## config.mk

```make
export PLATFORM = sky130hd
export DESIGN_NAME = boe_collector_flat
export DESIGN_NICKNAME = d
export VERILOG_FILES = /design/src/rtl/boe_pkg.sv /design/src/rtl/boe_collector_if.sv /design/src/rtl/boe_sample_buf.sv /design/src/rtl/boe_collector.sv /design/src/flat_wrapper.sv
export SDC_FILE = /design/constraint.sdc
export NUM_CORES = 1
export LEC_CHECK = 0
export ABC_AREA = 1
export ABC_CLOCK_PERIOD_IN_PS = 2900
export CAP_MARGIN = 25
export CORE_ASPECT_RATIO = 0.7
export CORE_MARGIN = 2
export CORE_UTILIZATION = 35
export DETAILED_ROUTE_END_ITERATION = 10
export SYNTH_ARGS = -nofsm -noshare
export SYNTH_HDL_FRONTEND = slang
export SYNTH_SLANG_ARGS = --single-unit
```

## constraint.sdc

```tcl
create_clock -name clk -period 2.9 [get_ports clk]
set_clock_uncertainty 0.05 [all_clocks]
set_input_delay 0.29 -clock clk [delete_from_list [all_inputs] [get_ports clk]]
set_output_delay 0.29 -clock clk [all_outputs]
set_load 0.01 [all_outputs]
```

## src/rtl/boe_pkg.sv

```systemverilog
// Shared constants, FSM state encoding and frame-length decode for the BOE result path.
// No logic of its own.
// Used by the collector RTL and by the producer-side drivers.
package boe_pkg;

  localparam int DW   = 8;   // sample width
  localparam int RW   = 11;  // result word width, holds the sum of 8 samples
  localparam int MAXN = 8;   // sample buffer depth

  typedef enum logic [2:0] {
    IDLE,
    GET_SUM,
    GET_MAX,
    GET_DATA,
    RECON,
    EMIT
  } state_t;

  // 3-bit frame-length field: 0 means 8 samples, 1..7 are literal
  function automatic logic [3:0] num_to_len(input logic [2:0] num);
    return (num == 3'd0) ? 4'd8 : {1'b0, num};
  endfunction

endpackage

```

## src/rtl/boe_collector_if.sv

```systemverilog
// Stream bundle: result words into the collector and recovered samples out of it.
// Wires only, no latency.
// The out_valid/out_ready pair carries the backpressure; the result side cannot be stalled.
interface boe_collector_if;
  import boe_pkg::*;

  logic          res_valid;
  logic [RW-1:0] result;
  logic [DW-1:0] data_out;
  logic          out_valid;
  logic          out_ready;
  logic          out_last;

  // producer / downstream consumer side
  modport master (
    output res_valid, result, out_ready,
    input  data_out, out_valid, out_last
  );

  // collector side
  modport slave (
    input  res_valid, result, out_ready,
    output data_out, out_valid, out_last
  );

endinterface

```

## src/rtl/boe_sample_buf.sv

```systemverilog
// MAXN x DW register file: one synchronous write port, one combinational read port.
// Write visible on the read port the cycle after the write edge.
// No flow control; the owner decides when to write.
module boe_sample_buf
  import boe_pkg::*;
(
  input  logic          clk,
  input  logic          rst,
  input  logic          we,
  input  logic [2:0]    waddr,
  input  logic [DW-1:0] wdata,
  input  logic [2:0]    raddr,
  output logic [DW-1:0] rdata
);

  logic [DW-1:0] mem [MAXN];

  // storage: cleared on reset, single write per cycle
  always_ff @(posedge clk) begin
    if (rst) begin
      for (int i = 0; i < MAXN; i++) mem[i] <= '0;
    end else if (we) begin
      mem[waddr] <= wdata;
    end
  end

  // combinational read
  always_comb begin
    rdata = mem[raddr];
  end

endmodule

```

## src/rtl/boe_collector.sv

```systemverilog
// Recovers a BOE frame's samples (SUM, MAX, samples N-1..1) and rebuilds sample 0 as SUM minus the rest.
// First out_valid 2 cycles after the last stream word, then 1 sample/cycle.
// Output stalls on out_ready=0; result stream is never stalled. Option: BOE_COLLECT_STATS_EN adds counters.
module boe_collector
  import boe_pkg::*;
(
  input  logic        clk,
  input  logic        rst,
  input  logic        start,
  input  logic [2:0]  data_num,
  boe_collector_if.slave bus,
  output logic        err_max,
  output logic        err_range,
  output logic        busy
`ifdef BOE_COLLECT_STATS_EN
  ,
  output logic [15:0] frame_cnt,
  output logic [15:0] err_cnt
`endif
);

  state_t        state, state_nxt;
  logic [3:0]    len;
  logic [2:0]    cnt;
  logic [2:0]    idx;
  logic [RW-1:0] acc;
  logic [RW-1:0] sum_w;
  logic [RW-1:0] max_w;
  logic [DW-1:0] runmax;

  logic [3:0]    start_len;
  logic [3:0]    start_len_m1;
  logic [3:0]    len_m1;
  logic          is_last;
  logic          xfer;
  logic [RW:0]   d0;
  logic [DW-1:0] d0_byte;
  logic          d0_bad;
  logic [DW-1:0] final_max;
  logic [DW-1:0] res_byte;
  logic [DW-1:0] new_runmax;

  logic          buf_we;
  logic [2:0]    buf_waddr;
  logic [DW-1:0] buf_wdata;
  logic [DW-1:0] buf_rdata;

  boe_sample_buf u_buf (
    .clk   (clk),
    .rst   (rst),
    .we    (buf_we),
    .waddr (buf_waddr),
    .wdata (buf_wdata),
    .raddr (idx),
    .rdata (buf_rdata)
  );

  // frame arithmetic: sample 0 reconstruction, range and max checks, length decode
  always_comb begin
    start_len    = num_to_len(data_num);
    start_len_m1 = start_len - 4'd1;
    len_m1       = len - 4'd1;
    is_last      = ({1'b0, idx} == len_m1);
    d0           = {1'b0, sum_w} - {1'b0, acc};
    d0_byte      = d0[DW-1:0];
    // negative (borrow into top bit) or wider than a sample
    d0_bad       = d0[RW] | (|d0[RW-1:DW]);
    final_max    = (d0_byte > runmax) ? d0_byte : runmax;
    res_byte     = bus.result[DW-1:0];
    new_runmax   = (res_byte > runmax) ? res_byte : runmax;
  end

  // next state, handshake outputs and buffer write control
  always_comb begin
    state_nxt     = state;
    busy          = (state != IDLE);
    bus.out_valid = (state == EMIT);
    bus.out_last  = (state == EMIT) && is_last;
    bus.data_out  = (state == EMIT) ? buf_rdata : '0;
    xfer          = bus.out_valid && bus.out_ready;
    buf_we        = 1'b0;
    buf_waddr     = cnt;
    buf_wdata     = res_byte;
    case (state)
      IDLE: begin
        if (start) state_nxt = GET_SUM;
      end
      GET_SUM: begin
        if (bus.res_valid) state_nxt = GET_MAX;
      end
      GET_MAX: begin
        if (bus.res_valid) state_nxt = (len == 4'd1) ? RECON : GET_DATA;
      end
      GET_DATA: begin
        if (bus.res_valid) begin
          buf_we = 1'b1;
          if (cnt == 3'd1) state_nxt = RECON;
        end
      end
      RECON: begin
        buf_we    = 1'b1;
        buf_waddr = 3'd0;
        buf_wdata = d0_byte;
        state_nxt = EMIT;
      end
      EMIT: begin
        if (xfer && is_last) state_nxt = IDLE;
      end
      default: state_nxt = IDLE;
    endcase
  end

  // state register
  always_ff @(posedge clk) begin
    if (rst) state <= IDLE;
    else     state <= state_nxt;
  end

  // frame datapath: length, counters, accumulators and sticky error flags
  always_ff @(posedge clk) begin
    if (rst) begin
      len       <= 4'd0;
      cnt       <= 3'd0;
      idx       <= 3'd0;
      acc       <= '0;
      sum_w     <= '0;
      max_w     <= '0;
      runmax    <= '0;
      err_max   <= 1'b0;
      err_range <= 1'b0;
    end else begin
      case (state)
        IDLE: begin
          if (start) begin
            len       <= start_len;
            cnt       <= start_len_m1[2:0];
            acc       <= '0;
            runmax    <= '0;
            err_max   <= 1'b0;
            err_range <= 1'b0;
          end
        end
        GET_SUM: begin
          if (bus.res_valid) sum_w <= bus.result;
        end
        GET_MAX: begin
          if (bus.res_valid) max_w <= bus.result;
        end
        GET_DATA: begin
          if (bus.res_valid) begin
            acc    <= acc + bus.result;
            runmax <= new_runmax;
            if (|bus.result[RW-1:DW]) err_range <= 1'b1;
            if (cnt != 3'd1) cnt <= cnt - 3'd1;
          end
        end
        RECON: begin
          if (d0_bad) err_range <= 1'b1;
          if (max_w != {{(RW-DW){1'b0}}, final_max}) err_max <= 1'b1;
          idx <= 3'd0;
        end
        EMIT: begin
          if (xfer) idx <= idx + 3'd1;
        end
        default: ;
      endcase
    end
  end

`ifdef BOE_COLLECT_STATS_EN
  // per-frame statistics, counted on the transfer of the last sample
  always_ff @(posedge clk) begin
    if (rst) begin
      frame_cnt <= 16'd0;
      err_cnt   <= 16'd0;
    end else if (xfer && bus.out_last) begin
      frame_cnt <= frame_cnt + 16'd1;
      if (err_max || err_range) err_cnt <= err_cnt + 16'd1;
    end
  end
`endif

endmodule

```

## src/flat_wrapper.sv

```systemverilog
// flat-port wrapper written by rule: the top's interface ports become plain ports
module boe_collector_flat import boe_pkg::*;
  (clk, rst, start, data_num, err_max, err_range, busy, bus_res_valid, bus_result, bus_out_ready, bus_data_out, bus_out_valid, bus_out_last);
  boe_collector_if bus_i ();
  input  logic clk;
  input  logic rst;
  input  logic start;
  input  logic [2:0] data_num;
  output logic err_max;
  output logic err_range;
  output logic busy;
  input wire logic [$bits(bus_i.res_valid)-1:0] bus_res_valid;
  input wire logic [$bits(bus_i.result)-1:0] bus_result;
  input wire logic [$bits(bus_i.out_ready)-1:0] bus_out_ready;
  output wire logic [$bits(bus_i.data_out)-1:0] bus_data_out;
  output wire logic [$bits(bus_i.out_valid)-1:0] bus_out_valid;
  output wire logic [$bits(bus_i.out_last)-1:0] bus_out_last;
  assign bus_i.res_valid = bus_res_valid;
  assign bus_i.result = bus_result;
  assign bus_i.out_ready = bus_out_ready;
  assign bus_data_out = bus_i.data_out;
  assign bus_out_valid = bus_i.out_valid;
  assign bus_out_last = bus_i.out_last;
  boe_collector u_core (.clk(clk), .rst(rst), .start(start), .data_num(data_num), .bus(bus_i), .err_max(err_max), .err_range(err_range), .busy(busy));
endmodule
```

Word-level counts from Yosys, hierarchy flattened --
Memory sizes are Yosys's and may differ from the RTL's. A register that Yosys moved wholly into a read port is not among the register bits. Cells that the tools add are included.
Operators by class: equal/unequal tests 22, order comparisons 2, add/subtract/negate cells 6, shift-type cells 0, reductions and logical operators 23, bitwise operators 1, divide/modulo/power cells 0, muxes and demuxes 45, multiply operators 0
Operator list (count):
- $mux W8 | 7
- $mux W3 | 15
- $mux W11 | 2
- $pmux W11 S2 | 1
- $pmux W3 S6 | 1
- $gt A8 B8 Y1 | 2
- $ne A2 B1 Y1 const B | 8
- $pmux W8 S2 | 1
- $mux W1 | 12
- $pmux W3 S2 | 2
- $sub A11 B11 Y12 | 1
- $add A11 B11 Y11 | 1
- $ne A11 B8 Y1 | 1
- $ne A2 B2 Y1 const B | 4
- $reduce_and A2 Y1 | 4
- $reduce_and A4 Y1 | 2
- $reduce_or A8 Y1 | 1
- $eq A3 B1 Y1 const B | 2
- $eq A3 B2 Y1 const B | 2
- $eq A3 B3 Y1 const B | 2
- $logic_not A3 Y1 | 2
- $reduce_and A3 Y1 | 2
- $reduce_and A6 Y1 | 1
- $reduce_bool A2 Y1 | 3
- other kinds (14) | 20
Storage, ports and cells: memory bits (writable) 64, bits in read-only memories 0, input bits 19, output and inout port bits 13, latch bits 0, memories kept 1, register bits after elaboration 56
Memories:
- u_core.u_buf.mem | words 8, bits a word 8, read ports 1, clocked after Yosys merged registers in 1, wr ports 8, line boe_sample_buf.sv:16 | logic [DW-1:0] mem [MAXN];

Logic depth before layout (Yosys ltp) --
Gate-level depths: netlist of the first run.
depth in word-level cells 7, mapped depth 26

Hierarchy --
A second synthesis of the first run with hierarchy kept.
Second synthesis, totals: cell total of the unflattened synthesis 1026, area total of the unflattened synthesis 7465.9 um2
Modules (own cells, without submodules):
- boe_collector | instances 1, cells an instance 648, sequential area each 1121.1 um2, area each 4219.0 um2
- boe_sample_buf | instances 1, cells an instance 378, sequential area each 1921.8 um2, area each 3246.9 um2

Worst setup path before layout of the first run --
Ideal clock, no wire load.
kind flip-flop to flip-flop, from register u_core.acc[0], to register u_core.err_max, required time 2.718 ns, data arrival time 2.805 ns, setup slack -0.087 ns, library setup time 0.132 ns, cell stages (with the launch flop) 25, buffers on the path 1, cells stage by stage dfxtp_1 ha_1 inv_1 fa_1 nand2_1 nand2_1 nand3b_1 nand2_1 nand2_1 nand2_1 ha_1 nand2_1 nor2_1 nand4_1 nand2_1 buf_2 nand2_1 nand2_1 nand2_1 nand2_1 nand2_1 nor2_1 nand3_1 nand2_1 a21oi_1
On the way: longest elaborated chain between the ends 6
Ends and longest elaborated chain:
- start, declared | line boe_collector.sv:26 | logic [RW-1:0] acc;
- start signal, assigned | line boe_collector.sv:151 | acc <= acc + bus.result;
- $sub A11 B11 Y12 (*) | line boe_collector.sv:64 | d0 = {1'b0, sum_w} - {1'b0, acc};
- $gt A8 B8 Y1 | line boe_collector.sv:68 | final_max = (d0_byte > runmax) ? d0_byte : runmax;
- $mux W8 (*) | line boe_collector.sv:68
- $ne A11 B8 Y1 (*) | line boe_collector.sv:159 | if (max_w != {{(RW-DW){1'b0}}, final_max}) err_max <= 1'b1;
- $ne A2 B1 Y1 (no source line) (*)
- $reduce_and A3 Y1 (no source line) (*)
- end signal, assigned | line boe_collector.sv:129 | err_max <= 1'b0;
- end signal, assigned | line boe_collector.sv:139 | err_max <= 1'b0;
- end signal, assigned | line boe_collector.sv:159
- end, declared | line boe_collector.sv:12 | output logic err_max,
Mark *: on every way between the ends. The rest lies on a longest branch, timed or not. A chain may end at the register's enable or synchronous reset.

Worst setup path in the final report of the first run --
from register u_core.sum_w[0], to register u_core.err_max
On the way: longest elaborated chain between the ends 6
Ends and longest elaborated chain:
- start, declared | line boe_collector.sv:27 | logic [RW-1:0] sum_w;
- start signal, assigned | line boe_collector.sv:144 | if (bus.res_valid) sum_w <= bus.result;
- $sub A11 B11 Y12 (*) | line boe_collector.sv:64
- $gt A8 B8 Y1 | line boe_collector.sv:68
- $mux W8 (*) | line boe_collector.sv:68
- $ne A11 B8 Y1 (*) | line boe_collector.sv:159
- $ne A2 B1 Y1 (no source line) (*)
- $reduce_and A3 Y1 (no source line) (*)
Marks and branches as above.

==> results of run 1 <==
[through the flow]
stage | instance area [µm²] | setup TNS (ns) | total power, mW
detailed placement | 7990 | -0.181 | 5.71
finish | 8870 | -0.0833 | 8.78
global route | 8870 | -0.283 | 9.39
global placement | 7990 | -0.0636 | 5.68
CTS | 8650 | -0.0865 | 8.14
floorplan | 7010 | 0 | 4.52
[how the worst max path moves through the flow]
stage / from / to
after floorplan: u_core.acc[0]$_SDFFE_PP0P_ / u_core.err_max$_SDFFE_PP0P_
after global placement: u_core.acc[4]$_SDFFE_PP0P_ / u_core.err_max$_SDFFE_PP0P_
after detailed placement: u_core.sum_w[0]$_SDFFE_PP0P_ / u_core.err_max$_SDFFE_PP0P_
after CTS: u_core.sum_w[0]$_SDFFE_PP0P_ / u_core.err_max$_SDFFE_PP0P_
after global routing: u_core.sum_w[0]$_SDFFE_PP0P_ / u_core.err_max$_SDFFE_PP0P_
final: u_core.sum_w[0]$_SDFFE_PP0P_ / u_core.err_max$_SDFFE_PP0P_
[power by group]
group	leakage (nW)	switching [mW]	internal [mW]
combinational	2.25	2.64	1.86
sequential	1.14	0.146	2.02
clock	0.281	0.781	1.33
total	3.68	3.56	5.22
[metal layers]
layer	vias up	track usage (%)	share of wire (%)
li1	3154	-	-
met1	2992	30.3	50
met2	231	27.8	40
met3	16	5.17	8.7
met4	0	5.19	0.93
met5	-	0	0
[registers in the layout, indices dropped and copies added (netlist names), named ones only]
| signal | flops |
|---|---|
| u_core.acc | 11 |
| u_core.cnt | 3 |
| u_core.err_max | 1 |
| u_core.err_range | 1 |
| u_core.idx | 3 |
| u_core.len | 4 |
| u_core.max_w | 11 |
| u_core.runmax | 8 |
| u_core.state | 3 |
| u_core.sum_w | 11 |
| u_core.u_buf.mem | 64 |
[cells by family (layout without fill, tap and decap cells)]
| kind of cell | after synthesis | count (layout) | share of synthesized area, % |
|---|---|---|---|
| AND/OR/NAND/NOR | 368 | 368 | 23.1 |
| XOR/XNOR | 8 | 8 | 1.00 |
| flip-flops | 123 | 123 | 44.3 |
| adder cells (fa/ha/maj) | 45 | 45 | 8.26 |
| AO/OA/AOI/OAI | 213 | 213 | 16.6 |
| buffers and inverters | 125 | 223 | 6.76 |
[area by class of cell]
type / count / area [µm²]
Fill cell: 1955 / 10800
Multi-Input combinational cell: 634 / 3670
Sequential cell: 123 / 3110
Timing Repair Buffer: 91 / 788
Clock buffer: 25 / 485
Inverter: 100 / 383
Tap cell: 270 / 338
Clock inverter: 7 / 91.3
[timing repair]
item,4_1_cts,5_1_grt
pin swaps,22,20
hold endpoints to repair,0,0
resized for setup,25,47
endpoints found under the setup margin,1,7
buffers inserted,3,2
[worst reg2reg max path, stage by stage, from the launching register on]
cell and delay, ns:
sky130_fd_sc_hd__dfxtp_2 0.32, sky130_fd_sc_hd__inv_2 0.05, sky130_fd_sc_hd__ha_4 0.12, sky130_fd_sc_hd__inv_2 0.04, sky130_fd_sc_hd__fa_2 0.34, sky130_fd_sc_hd__nand2_2 0.08
sky130_fd_sc_hd__nand2_2 0.06, sky130_fd_sc_hd__nand3b_1 0.10, sky130_fd_sc_hd__nand2_1 0.08, sky130_fd_sc_hd__nand2_2 0.09, sky130_fd_sc_hd__nand2_2 0.07, sky130_fd_sc_hd__ha_4 0.28
sky130_fd_sc_hd__nand2_4 0.06, sky130_fd_sc_hd__nor2_4 0.09, sky130_fd_sc_hd__nand4_1 0.18, sky130_fd_sc_hd__nand2_2 0.14, sky130_fd_sc_hd__buf_6 0.15, sky130_fd_sc_hd__nand2_2 0.06
sky130_fd_sc_hd__nand2_1 0.06, sky130_fd_sc_hd__nand2_1 0.05, sky130_fd_sc_hd__nand2_1 0.06, sky130_fd_sc_hd__nand2_1 0.05, sky130_fd_sc_hd__nor2_2 0.09, sky130_fd_sc_hd__nand3_2 0.08
sky130_fd_sc_hd__nand2_2 0.07, sky130_fd_sc_hd__a21oi_2 0.05
[synthesized netlist by cell type, types with 2 or more instances]
library cell and number:
sky130_fd_sc_hd__a211oi_1 9, sky130_fd_sc_hd__a21o_1 4, sky130_fd_sc_hd__a21oi_1 75, sky130_fd_sc_hd__a31oi_1 11
sky130_fd_sc_hd__clkbuf_1 23, sky130_fd_sc_hd__dfxtp_1 59, sky130_fd_sc_hd__edfxtp_1 64, sky130_fd_sc_hd__fa_1 2
sky130_fd_sc_hd__ha_1 43, sky130_fd_sc_hd__inv_1 95, sky130_fd_sc_hd__inv_2 4, sky130_fd_sc_hd__nand2_1 136
sky130_fd_sc_hd__nand3_1 40, sky130_fd_sc_hd__nand3_4 7, sky130_fd_sc_hd__nand3b_1 3, sky130_fd_sc_hd__nand4_1 7
sky130_fd_sc_hd__nor2_1 159, sky130_fd_sc_hd__nor3_1 6, sky130_fd_sc_hd__nor4_1 2, sky130_fd_sc_hd__o2111ai_1 2
sky130_fd_sc_hd__o21a_1 2, sky130_fd_sc_hd__o21ai_0 88, sky130_fd_sc_hd__o21ai_1 8, sky130_fd_sc_hd__o22ai_1 8
sky130_fd_sc_hd__o31ai_1 4, sky130_fd_sc_hd__or2_2 4, sky130_fd_sc_hd__xnor2_1 5, sky130_fd_sc_hd__xor2_1 3
==> key figures, run 1 <==
Logic synthesis
  – Post-synth net total: 946
  – Register area share after synthesis: 44.3%
  – Post-synth cell types: 37
  – Post-synthesis register bit count: 123
  – Dominant synthesized flop cell: sky130_fd_sc_hd__edfxtp_1
  – Yosys synthesis warning count: 0
  – Number of enable-type register cells in the synthesized netlist: 64
  – Share of synthesized registers carrying an async set or reset: 0%
  – Netlist Area Pre-Place: 7000 µm²
  – Gate count after technology mapping: 882
  – Cell type contributing the most total cell area after synthesis: sky130_fd_sc_hd__edfxtp_1
  – Most area-consuming cells after synthesis: sky130_fd_sc_hd__edfxtp_1 (27%), sky130_fd_sc_hd__dfxtp_1 (17%), sky130_fd_sc_hd__nor2_1 (8.5%)
  – Area share of the largest cell type after synthesis: 27.5%
  – Mean post-synth cell area: 7.94 µm²

Worst setup path
  – Levels on crit path: 25
  – Max Fanout on Critical Path: 6
  – Source of the worst register-to-register timing path: u_core.sum_w[0]$_SDFFE_PP0P_
  – Worst r2r dst: u_core.err_max$_SDFFE_PP0P_
  – Worst setup path class: reg -> reg
  – Critical path's most frequent cell: sky130_fd_sc_hd__nand2_2
  – Worst EP arrival: 3.23 ns
  – Required time at the endpoint of the critical path: 3.15 ns
  – Largest delay contributor family on the critical path: simple AND/OR/NAND/NOR gates
  – CP Capture Type: register
  – Startpoint type of the worst setup path: register
  – Slowest stage cell, crit path: sky130_fd_sc_hd__fa_2
  – Register-to-register setup slack: -0.08 ns
  – Count of buffer and inverter cells on the critical path: 3
  – Worst R2R Path Depth: 25
  – Delay of the slowest cell on the worst path: 0.34 ns

Clock network
  – Post-CTS Hold Buffers: 0
  – Number of buffers inserted during clock tree synthesis: 17
  – H-tree Lvls: 4
  – Clk pin slew, worst setup/hold paths: 0.06 ns
  – TritonCTS clock tree: built
  – Clock sinks: 123
  – Clk buf depth: 2
  – Clock root cell: sky130_fd_sc_hd__clkbuf_16
  – Clock latency of the later-clocked register in the worst-skew pair: 0.42 ns

Status
  – Result of the run: complete, but fails checks
  – Failing checks: negative setup slack

STA
  – Fin Hold WS: 0.400 ns
  – Highest achievable clock rate: 0.335 GHz
  – Unrepaired setup endpoints after global routing: yes
  – Post-route fraction of the period consumed by the critical path: 103%
  – Setup violations, final: 1
  – Slew at the pin closest to its max-slew limit: 0.947 ns
  – Worst slew margin: 36.5%
  – Final Max Slew Viols: 0
  – Minimum clock period: 2.98 ns
  – PnR worst setup slack: -0.0833 ns
  – Final-report hold violation count: 0

Cells and area
  – Highest-count cells in the layout ignoring fill and taps: sky130_fd_sc_hd__nor2_1 (152), sky130_fd_sc_hd__nand2_1 (113), sky130_fd_sc_hd__inv_1 (90)
  – Area delta synth->final: 26.7%
  – Final Util: 45.0%
  – Post-route insts no fill: 1,250
  – Proportion of layout cells with a drive suffix above 1: 16.7%
  – Most common cell after layout, fill and taps aside: sky130_fd_sc_hd__nor2_1
  – Antenna diode count: 0
  – Nets: 1,031

Min path
  – Worst min-delay path category: reg -> reg
  – Startpoint of the tightest hold check path: u_core.max_w[9]$_SDFFE_PP0P_
  – Worst hold path endpoint: u_core.max_w[9]$_SDFFE_PP0P_
  – Cells on Worst Hold Path: 2

Job
  – Total of max-cap violations: 0

Drt
  – DRC violation count after routing: 0
  – WL per Instance: 16.6 µm
  – Residual antenna-violating net count after detailed routing: 0
  – Count of TritonRoute iterations in the first routing pass: 6
  – Drt via density: 5.11
  – Total via count after detailed routing: 6,393
  – Iteration-0 DRC Markers: 788
  – Total length of routed wires: 20,700 µm

Placement
  – Placed Cells: 1,213
  – Total of buffers placed on input and output ports: 31
  – Gpl congestion: 0.911
  – Post-Place Worst Slack: -0.181 ns
  – DP HPWL: 14,900 µm

Die
  – Die height: 122 µm
  – Die extent in x: 173 µm
  – Row cnt: 43
  – Core outline area: 19,700 µm²
  – Boundary pin count: 32
  – Effective utilization at floorplan: 35.6%
  – Full die area: 21,200 µm²

Global route
  – All-Layer GR Usage: 20.0%
  – Vias in the first global route: 5,972
  – Antenna violations before repair: 0
  – Global-route wire length before repair: 32,500 µm
  – Largest net degree at the start of global routing: 23
  – Global route total overflow: 0

Pwr
  – Power per Cell Area: 990 nW/µm²
  – Peak ir drop on the vdd network: 0.578 mV
  – Static Leakage: 3.68 nW
Note: power is estimated with default switching activity, not from simulation.
==> run 2: changes to the inputs <==
Settings changed: CTS_CLUSTER_DIAMETER set to 50, SLEW_MARGIN set to 20.
==> results of run 2 <==
Same layout as run 1: the final DEF is identical, and so are final timing and power.
==> run 3: changes to the inputs <==
Settings changed: SLEW_MARGIN 20 to unset.
==> results of run 3 <==
Same layout as run 1: the final DEF is identical, and so are final timing and power.
